===== src/rtl/ascon_pkg.sv =====
// Shared constants and FSM encoding for the ASCON-128 encryption sequencer.
package ascon_pkg;

  localparam logic [63:0] IV       = 64'h80400c0600000000;
  localparam logic [4:0]  ROUNDS_A = 5'd12;
  localparam logic [4:0]  ROUNDS_B = 5'd6;

  typedef enum logic [2:0] {
    IDLE   = 3'd0,
    INIT_W = 3'd1,
    AD_RD  = 3'd2,
    AD_W   = 3'd3,
    DSEP   = 3'd4,
    PT_RD  = 3'd5,
    PT_W   = 3'd6,
    FIN_W  = 3'd7
  } state_t;

  // Replace the rate word x0 of a 320-bit state.
  function automatic logic [319:0] set_x0(input logic [319:0] s, input logic [63:0] x0);
    return {x0, s[255:0]};
  endfunction

endpackage


===== src/rtl/ascon_aead_ctrl.sv =====
// ASCON-128 encryption sequencer: builds the sponge state, drives an external
// permutation core and emits ciphertext blocks followed by the tag.
module ascon_aead_ctrl
  import ascon_pkg::*;
(
  input  logic         clk,
  input  logic         rst,
  input  logic         start,
  input  logic [127:0] key,
  input  logic [127:0] nonce,
  input  logic         has_ad,
  input  logic [63:0]  din,
  input  logic         din_last,
  input  logic         din_valid,
  output logic         din_ready,
  output logic [63:0]  ct,
  output logic         ct_valid,
  output logic [127:0] tag,
  output logic         tag_valid,
  output logic         busy,
  output logic [319:0] perm_S,
  output logic [4:0]   perm_round,
  output logic         perm_start,
  input  logic [319:0] perm_S_out,
  input  logic         perm_fin
);

  state_t         state_r, state_nx;
  logic [319:0]   s_r, s_nx;
  logic [127:0]   key_r, key_nx;
  logic           has_ad_r, has_ad_nx;
  logic           last_r, last_nx;
  logic [63:0]    ct_r, ct_nx;
  logic           ct_valid_r, ct_valid_nx;
  logic [127:0]   tag_r, tag_nx;
  logic           tag_valid_r, tag_valid_nx;
  logic           busy_r, busy_nx;
  logic           din_ready_r, din_ready_nx;
  logic           perm_start_r, perm_start_nx;
  logic [4:0]     perm_round_r, perm_round_nx;
  logic [63:0]    c_s;

  // Next-state, datapath and output decode.
  always_comb begin
    state_nx      = state_r;
    s_nx          = s_r;
    key_nx        = key_r;
    has_ad_nx     = has_ad_r;
    last_nx       = last_r;
    ct_nx         = ct_r;
    ct_valid_nx   = 1'b0;
    tag_nx        = tag_r;
    tag_valid_nx  = 1'b0;
    perm_start_nx = 1'b0;
    perm_round_nx = perm_round_r;
    c_s           = s_r[319:256] ^ din;
    case (state_r)
      IDLE: begin
        if (start) begin
          s_nx          = {IV, key, nonce};
          key_nx        = key;
          has_ad_nx     = has_ad;
          tag_nx        = 128'd0;
          perm_start_nx = 1'b1;
          perm_round_nx = ROUNDS_A;
          state_nx      = INIT_W;
        end else begin
          state_nx = IDLE;
        end
      end
      INIT_W: begin
        if (perm_fin) begin
          s_nx     = perm_S_out ^ {192'd0, key_r};
          state_nx = has_ad_r ? AD_RD : DSEP;
        end else begin
          state_nx = INIT_W;
        end
      end
      AD_RD: begin
        if (din_valid) begin
          s_nx          = set_x0(s_r, c_s);
          last_nx       = din_last;
          perm_start_nx = 1'b1;
          perm_round_nx = ROUNDS_B;
          state_nx      = AD_W;
        end else begin
          state_nx = AD_RD;
        end
      end
      AD_W: begin
        if (perm_fin) begin
          s_nx     = perm_S_out;
          state_nx = last_r ? DSEP : AD_RD;
        end else begin
          state_nx = AD_W;
        end
      end
      DSEP: begin
        s_nx     = {s_r[319:1], ~s_r[0]};
        state_nx = PT_RD;
      end
      PT_RD: begin
        if (din_valid) begin
          ct_nx         = c_s;
          ct_valid_nx   = 1'b1;
          perm_start_nx = 1'b1;
          // Last block: key is folded into x1..x2 in the same step as x0 update.
          if (din_last) begin
            s_nx          = {c_s, s_r[255:128] ^ key_r, s_r[127:0]};
            perm_round_nx = ROUNDS_A;
            state_nx      = FIN_W;
          end else begin
            s_nx          = set_x0(s_r, c_s);
            perm_round_nx = ROUNDS_B;
            state_nx      = PT_W;
          end
        end else begin
          state_nx = PT_RD;
        end
      end
      PT_W: begin
        if (perm_fin) begin
          s_nx     = perm_S_out;
          state_nx = PT_RD;
        end else begin
          state_nx = PT_W;
        end
      end
      FIN_W: begin
        if (perm_fin) begin
          tag_nx       = perm_S_out[127:0] ^ key_r;
          tag_valid_nx = 1'b1;
          state_nx     = IDLE;
        end else begin
          state_nx = FIN_W;
        end
      end
      default: begin
        state_nx = IDLE;
      end
    endcase
    busy_nx      = (state_nx != IDLE);
    din_ready_nx = (state_nx == AD_RD) || (state_nx == PT_RD);
  end

  // State and output registers.
  always_ff @(posedge clk or posedge rst) begin
    if (rst) begin
      state_r      <= IDLE;
      s_r          <= 320'd0;
      key_r        <= 128'd0;
      has_ad_r     <= 1'b0;
      last_r       <= 1'b0;
      ct_r         <= 64'd0;
      ct_valid_r   <= 1'b0;
      tag_r        <= 128'd0;
      tag_valid_r  <= 1'b0;
      busy_r       <= 1'b0;
      din_ready_r  <= 1'b0;
      perm_start_r <= 1'b0;
      perm_round_r <= 5'd0;
    end else begin
      state_r      <= state_nx;
      s_r          <= s_nx;
      key_r        <= key_nx;
      has_ad_r     <= has_ad_nx;
      last_r       <= last_nx;
      ct_r         <= ct_nx;
      ct_valid_r   <= ct_valid_nx;
      tag_r        <= tag_nx;
      tag_valid_r  <= tag_valid_nx;
      busy_r       <= busy_nx;
      din_ready_r  <= din_ready_nx;
      perm_start_r <= perm_start_nx;
      perm_round_r <= perm_round_nx;
    end
  end

  assign din_ready  = din_ready_r;
  assign ct         = ct_r;
  assign ct_valid   = ct_valid_r;
  assign tag        = tag_r;
  assign tag_valid  = tag_valid_r;
  assign busy       = busy_r;
  assign perm_S     = s_r;
  assign perm_round = perm_round_r;
  assign perm_start = perm_start_r;

endmodule


===== config.mk =====
export PLATFORM = sky130hd
export DESIGN_NAME = ascon_aead_ctrl
export DESIGN_NICKNAME = d
export VERILOG_FILES = /design/src/rtl/ascon_pkg.sv /design/src/rtl/ascon_aead_ctrl.sv
export SDC_FILE = /design/constraint.sdc
export NUM_CORES = 2
export LEC_CHECK = 0
export BUFFER_PORTS_ARGS = -buffer_cell sky130_fd_sc_hd__buf_2
export CAP_MARGIN = 20
export CORE_AREA = 2 2 454 456
export CTS_BUF_LIST = sky130_fd_sc_hd__clkbuf_4 sky130_fd_sc_hd__clkbuf_8
export DETAILED_ROUTE_END_ITERATION = 16
export DIE_AREA = 0 0 456 458
export PLACE_DENSITY_LB_ADDON = 0.3
export SYNTH_ARGS = -nofsm -noshare
export SYNTH_HDL_FRONTEND = slang
export SYNTH_SLANG_ARGS = --single-unit

===== constraint.sdc =====
create_clock -name clk -period 28.4 [get_ports clk]
set_input_delay 2.84 -clock clk [delete_from_list [all_inputs] [get_ports clk]]
set_output_delay 2.84 -clock clk [all_outputs]
set_load 0.05 [all_outputs]

* After elaboration in Yosys (flattened, before gate mapping)
Cells that the tools add are included.
** Storage, ports and cells
- Logic and storage cells :: 92
- Output and inout port bits :: 522
- Input bits :: 647
- Register bits after elaboration :: 655
** Operators by class
- Mux-type cells :: 32
- Bitwise operators :: 8
- Reduce and logical (&&, ||, !) cells :: 20
- Eq/ne operators :: 16
** Operators with widths (count)
- 320-bit one-hot mux with 6 select lines :: 1
- 320-bit two-way mux :: 5
- 320-bit by 128-bit XOR with 320-bit output :: 1
- 128-bit two-way mux :: 2
- 256-bit two-way mux :: 1
- 128-bit one-hot mux with 2 select lines :: 1
- 128-bit XOR :: 2
- 64-bit XOR :: 1
- 3-bit one-hot mux with 8 select lines :: 1
- 3-bit two-way mux :: 6
- 3-bit == test (second input constant) :: 5
- 5-bit two-way mux :: 3
- 5-bit one-hot mux with 3 select lines :: 1
- 7-bit AND reduction :: 2
- 2-bit != test (second input constant) :: 6
- 3-bit by 2-bit == test with 1-bit output (second input constant) :: 3
- 3-bit nonzero test :: 3
- 1-bit two-way mux :: 8
- 8-bit AND reduction :: 1
- 4-bit nonzero test :: 2
- 2-bit AND reduction :: 3
- 6-bit AND reduction :: 1
- 5-bit nonzero test :: 1
- 4-bit two-way mux :: 1
- 11 further kinds :: 15

* Depth between registers and ports, before layout
- Depth in word-level cells :: 5
- Mapped depth :: 9
- Mapped depth without buffers :: 4

* Least setup slack after synthesis
OpenSTA, ideal clock, no wires.
- Path type :: input to register
- From :: input port perm_fin
- To :: register s_r[229] (netlist: perm_S[229])
- Library setup time :: 0.126 ns
- Required time :: 28.274 ns
- Arrival time :: 4.121 ns
- Path slack :: 24.153 ns
- Path buffers :: 4
- Stages :: 7
- Path through :: buf_6 > and2_1 > buf_2 > o21a_1 > clkbuf_1 > clkbuf_1 > a221o_1
** On the way
- Word-level cells in the longest chain between the ends :: 2
- Elaborated cells on any way between the ends :: 3
- Classes of those cells :: eq/ne (2); reduce/logical (1)
** RTL lines
- start, declared :: RTL line ascon_aead_ctrl.sv:25 : input logic perm_fin
- 2-bit != test (no line) or 2-bit by 1-bit != test with 1-bit output (tied branches)
- 8-bit AND reduction (no line) *
- end signal, assigned :: RTL line ascon_aead_ctrl.sv:164 : s_r <= s_nx;
- end, declared :: RTL line ascon_aead_ctrl.sv:29 : logic [319:0] s_r, s_nx;
Mark *: on every way between the ends. The rest lies on a longest branch, timed or not.
A chain may end at the register's enable or synchronous reset.

==> flow_metrics.tcl <==
set metrics [dict create \
    die_x_um 456 \
    hold_class "reg2reg" \
    synth_cells 4468 \
    finalHoldViolations 0 \
    drv_slew 0 \
    dieArea_sq_mm 0.209 \
    clk_pin_slew_worst_paths_ns 0.06 \
    initial_core_util 0.200 \
    power_density_mw_per_mm2 147 \
    critical_path_class "in2async" \
    fmax_mhz 173 \
    dp_slack_ns 21.53 \
    drt-initial-drc-count 3984 \
    status "finished clean" \
    grt_pass1_wl_um 319000 \
    syn_to_final_growth_pct 27.3 \
    htree_levels 4 \
    vias 42500 \
    maxSlewHeadroom 0.240 \
    synthMuxAreaShare 0.0695 \
    fin_skew_ns 0.0392 \
    drt-pass1-iter-count 6 \
    min_period_ns 5.79 \
    tightest_slew_ns 1.14 \
    routabilityCongestion 0.914 \
    worstPathArrival_ns 6.68 \
    viasPerCell 5.11 \
    std_cell_rows 166 \
    cp_max_fo 141 \
    setup_viol 0 \
    cts.path.max_buffers 3 \
    regArea_sq_mm 0.0164 \
    dp_hpwl_um 166000 \
    fp.dieH_um 458 \
    port_buffers 1166 \
    synth_compound_area_frac 0.271 \
    drive_above_1_share 0.300 \
    cts_hold_buf 0 \
    numCtsBuffers 135 \
    ys_seq_elements 653 \
    antenna_found_initial 157 \
    post_drt_wl_per_cell_um 27.8 \
    grt_max_degree 142 \
    synth_seq_area_share 0.400 \
    p_leak_nw 22.1 \
    synth_edf_count 0 \
    cts.sinks 653 \
    core_sq_mm 0.204 \
    multi_input_area_sq_mm 0.0223 \
    synth.distinct_cells 62 \
    synth_top_family_by_area "compound AO/OA/AOI/OAI gates" \
    period_share 0.204 \
    synth_xor_area_frac 0.0597 \
    fill_cells 22100 \
    maxCapViolCount 0 \
    cts_tree "done" \
    ys_warn_count 0 \
    cp.required_ns 29.29 \
    grt_pass1_vias 39600 \
    drc 0 \
    setup_slack_ns 22.61 \
    layout_commonest_cell "buf_2" \
    grt_overflow 0 \
    end_kind "async pin" \
    cts_root_buffer "clkbuf_8" \
    rsz0062_at_grt "false" \
    cts_setup_buffers 0 \
    vdd_drop_max_mv 0.0769 \
    track_usage 0.211 \
    synth.avg_cell_area_sq_um 9.13 \
    ios 1169 \
    detail-route-antenna-nets 0 \
    async_reset_ff_frac 1.00 \
    wirelength_um 231000 \
    synth_simple_gate_area_frac 0.141 \
    synthFlopType "dfrtp_1" \
    final_cell_mix "1166 x buf_2, 650 x dfrtp_1, 509 x nand2_1" \
    cts_resized 0 \
    nets 6059 \
    synth_fa_ha_area_frac 0.000245 \
    cp-start-kind "input pin" \
    syn_area_sq_mm 0.0408 \
    clock_latency_ns 0.90 \
    fin_setup_tns_ns 0 \
]
## logic make-up (layout without fill, tap and decap cells)
logic type / count (synthesis) / count (layout)
simple gates: 1159 / 1159
flops: 653 / 653
other cells: 1 / 121
compound gates: 1553 / 1553
xor+xnor: 278 / 278
mux: 266 / 266
fa+ha+maj: 1 / 1
buf+inv: 557 / 1597
## routing by layer
metal,global-route usage,vias to the layer above,wire [um]
li1,-,18500,-
met3,0.0689,502,20700
met2,0.330,1974,106000
met1,0.258,21300,92000
met4,0.112,102,11300
met5,0,-,644
## power breakdown
| part | switching, mW | internal (mW) | leakage (nW) |
|---|---|---|---|
| Clock | 0.492 | 0.586 | 1.47 |
| Combinational | 3.33 | 1.34 | 12.5 |
| Sequential | 0.506 | 1.38 | 8.09 |
| Total | 4.33 | 3.31 | 22.1 |
## worst paths after layout
| kind | from | endpoint | slack, ns | cells after the start |
|---|---|---|---|---|
| worst min-delay path | perm_round[2] | perm_round[2] | 0.46 | 1 |
| max in group clk | start | tag[46] | 23.14 | 8 |
| worst max-delay path | rst | perm_S[6] | 22.61 | 6 |
| worst min register to register | perm_round[2] | perm_round[2] | 0.46 | 1 |
| min in group asynchronous | rst | ct[60] | 2.05 | 2 |
| worst max register to register | state_r[1] | perm_S[30] | 23.49 | 8 |
## synthesized netlist by cell type, types with 94 or more instances
| master | count | share of area |
|---|---|---|
| a21o_1 | 130 | 0.024 |
| a21oi_1 | 94 | 0.012 |
| a31oi_1 | 125 | 0.019 |
| buf_2 | 145 | 0.018 |
| clkbuf_1 | 239 | 0.022 |
| dfrtp_1 | 653 | 0.40 |
| inv_1 | 120 | 0.011 |
| mux2_2 | 137 | 0.038 |
| mux2i_1 | 128 | 0.031 |
| nand2_1 | 510 | 0.047 |
| nor2_1 | 107 | 0.0098 |
| nor2b_1 | 171 | 0.026 |
| nor3_1 | 128 | 0.016 |
| nor3b_1 | 170 | 0.031 |
| o211ai_1 | 102 | 0.019 |
| o21ai_0 | 323 | 0.040 |
| o2bb2ai_1 | 185 | 0.040 |
| o31ai_1 | 227 | 0.042 |
| xnor2_1 | 221 | 0.047 |
## flip-flops by register name, summed over array words and instances, names as in the netlist
register,cells
tag_valid,1
tag,128
din_ready,1
perm_round,3
perm_start,1
busy,1
perm_S,320
key_r,128
last_r,1
ct,64
has_ad_r,1
ct_valid,1
state_r,3
## worst max-delay path: stages
cell	delay (ns)
buf_2	0.13
inv_8	0.46
buf_4	0.69
buf_4	0.76
buf_4	0.76
buf_12	0.65
## metrics by stage
| stage | power [mW] | util | area, sq um | hold slack, ns | instances |
|---|---|---|---|---|---|
| after floorplan | 5.06 | - | 40800 | 0.495 | 4469 |
| after global placement | 6.52 | 0.240 | 48900 | 0.457 | 7963 |
| after detailed placement | 6.58 | 0.240 | 48900 | 0.451 | 7963 |
| after CTS | 7.69 | 0.253 | 51700 | 0.465 | 8197 |
| after global routing | 8.06 | 0.255 | 51900 | 0.495 | 8290 |
| final | 7.65 | 0.255 | 51900 | 0.460 | 8316 |
## layout make-up
cell class | count | share of cell area
Sequential cell | 653 | 0.315
Inverter | 122 | 0.00915
Timing Repair Buffer | 1241 | 0.123
Clock buffer | 207 | 0.0493
Tap cell | 2688 | 0.0647
Antenna cell | 119 | 0.00573
Clock inverter | 27 | 0.00441
Multi-Input combinational cell | 3259 | 0.428
Power figures use the tool's default switching activity.
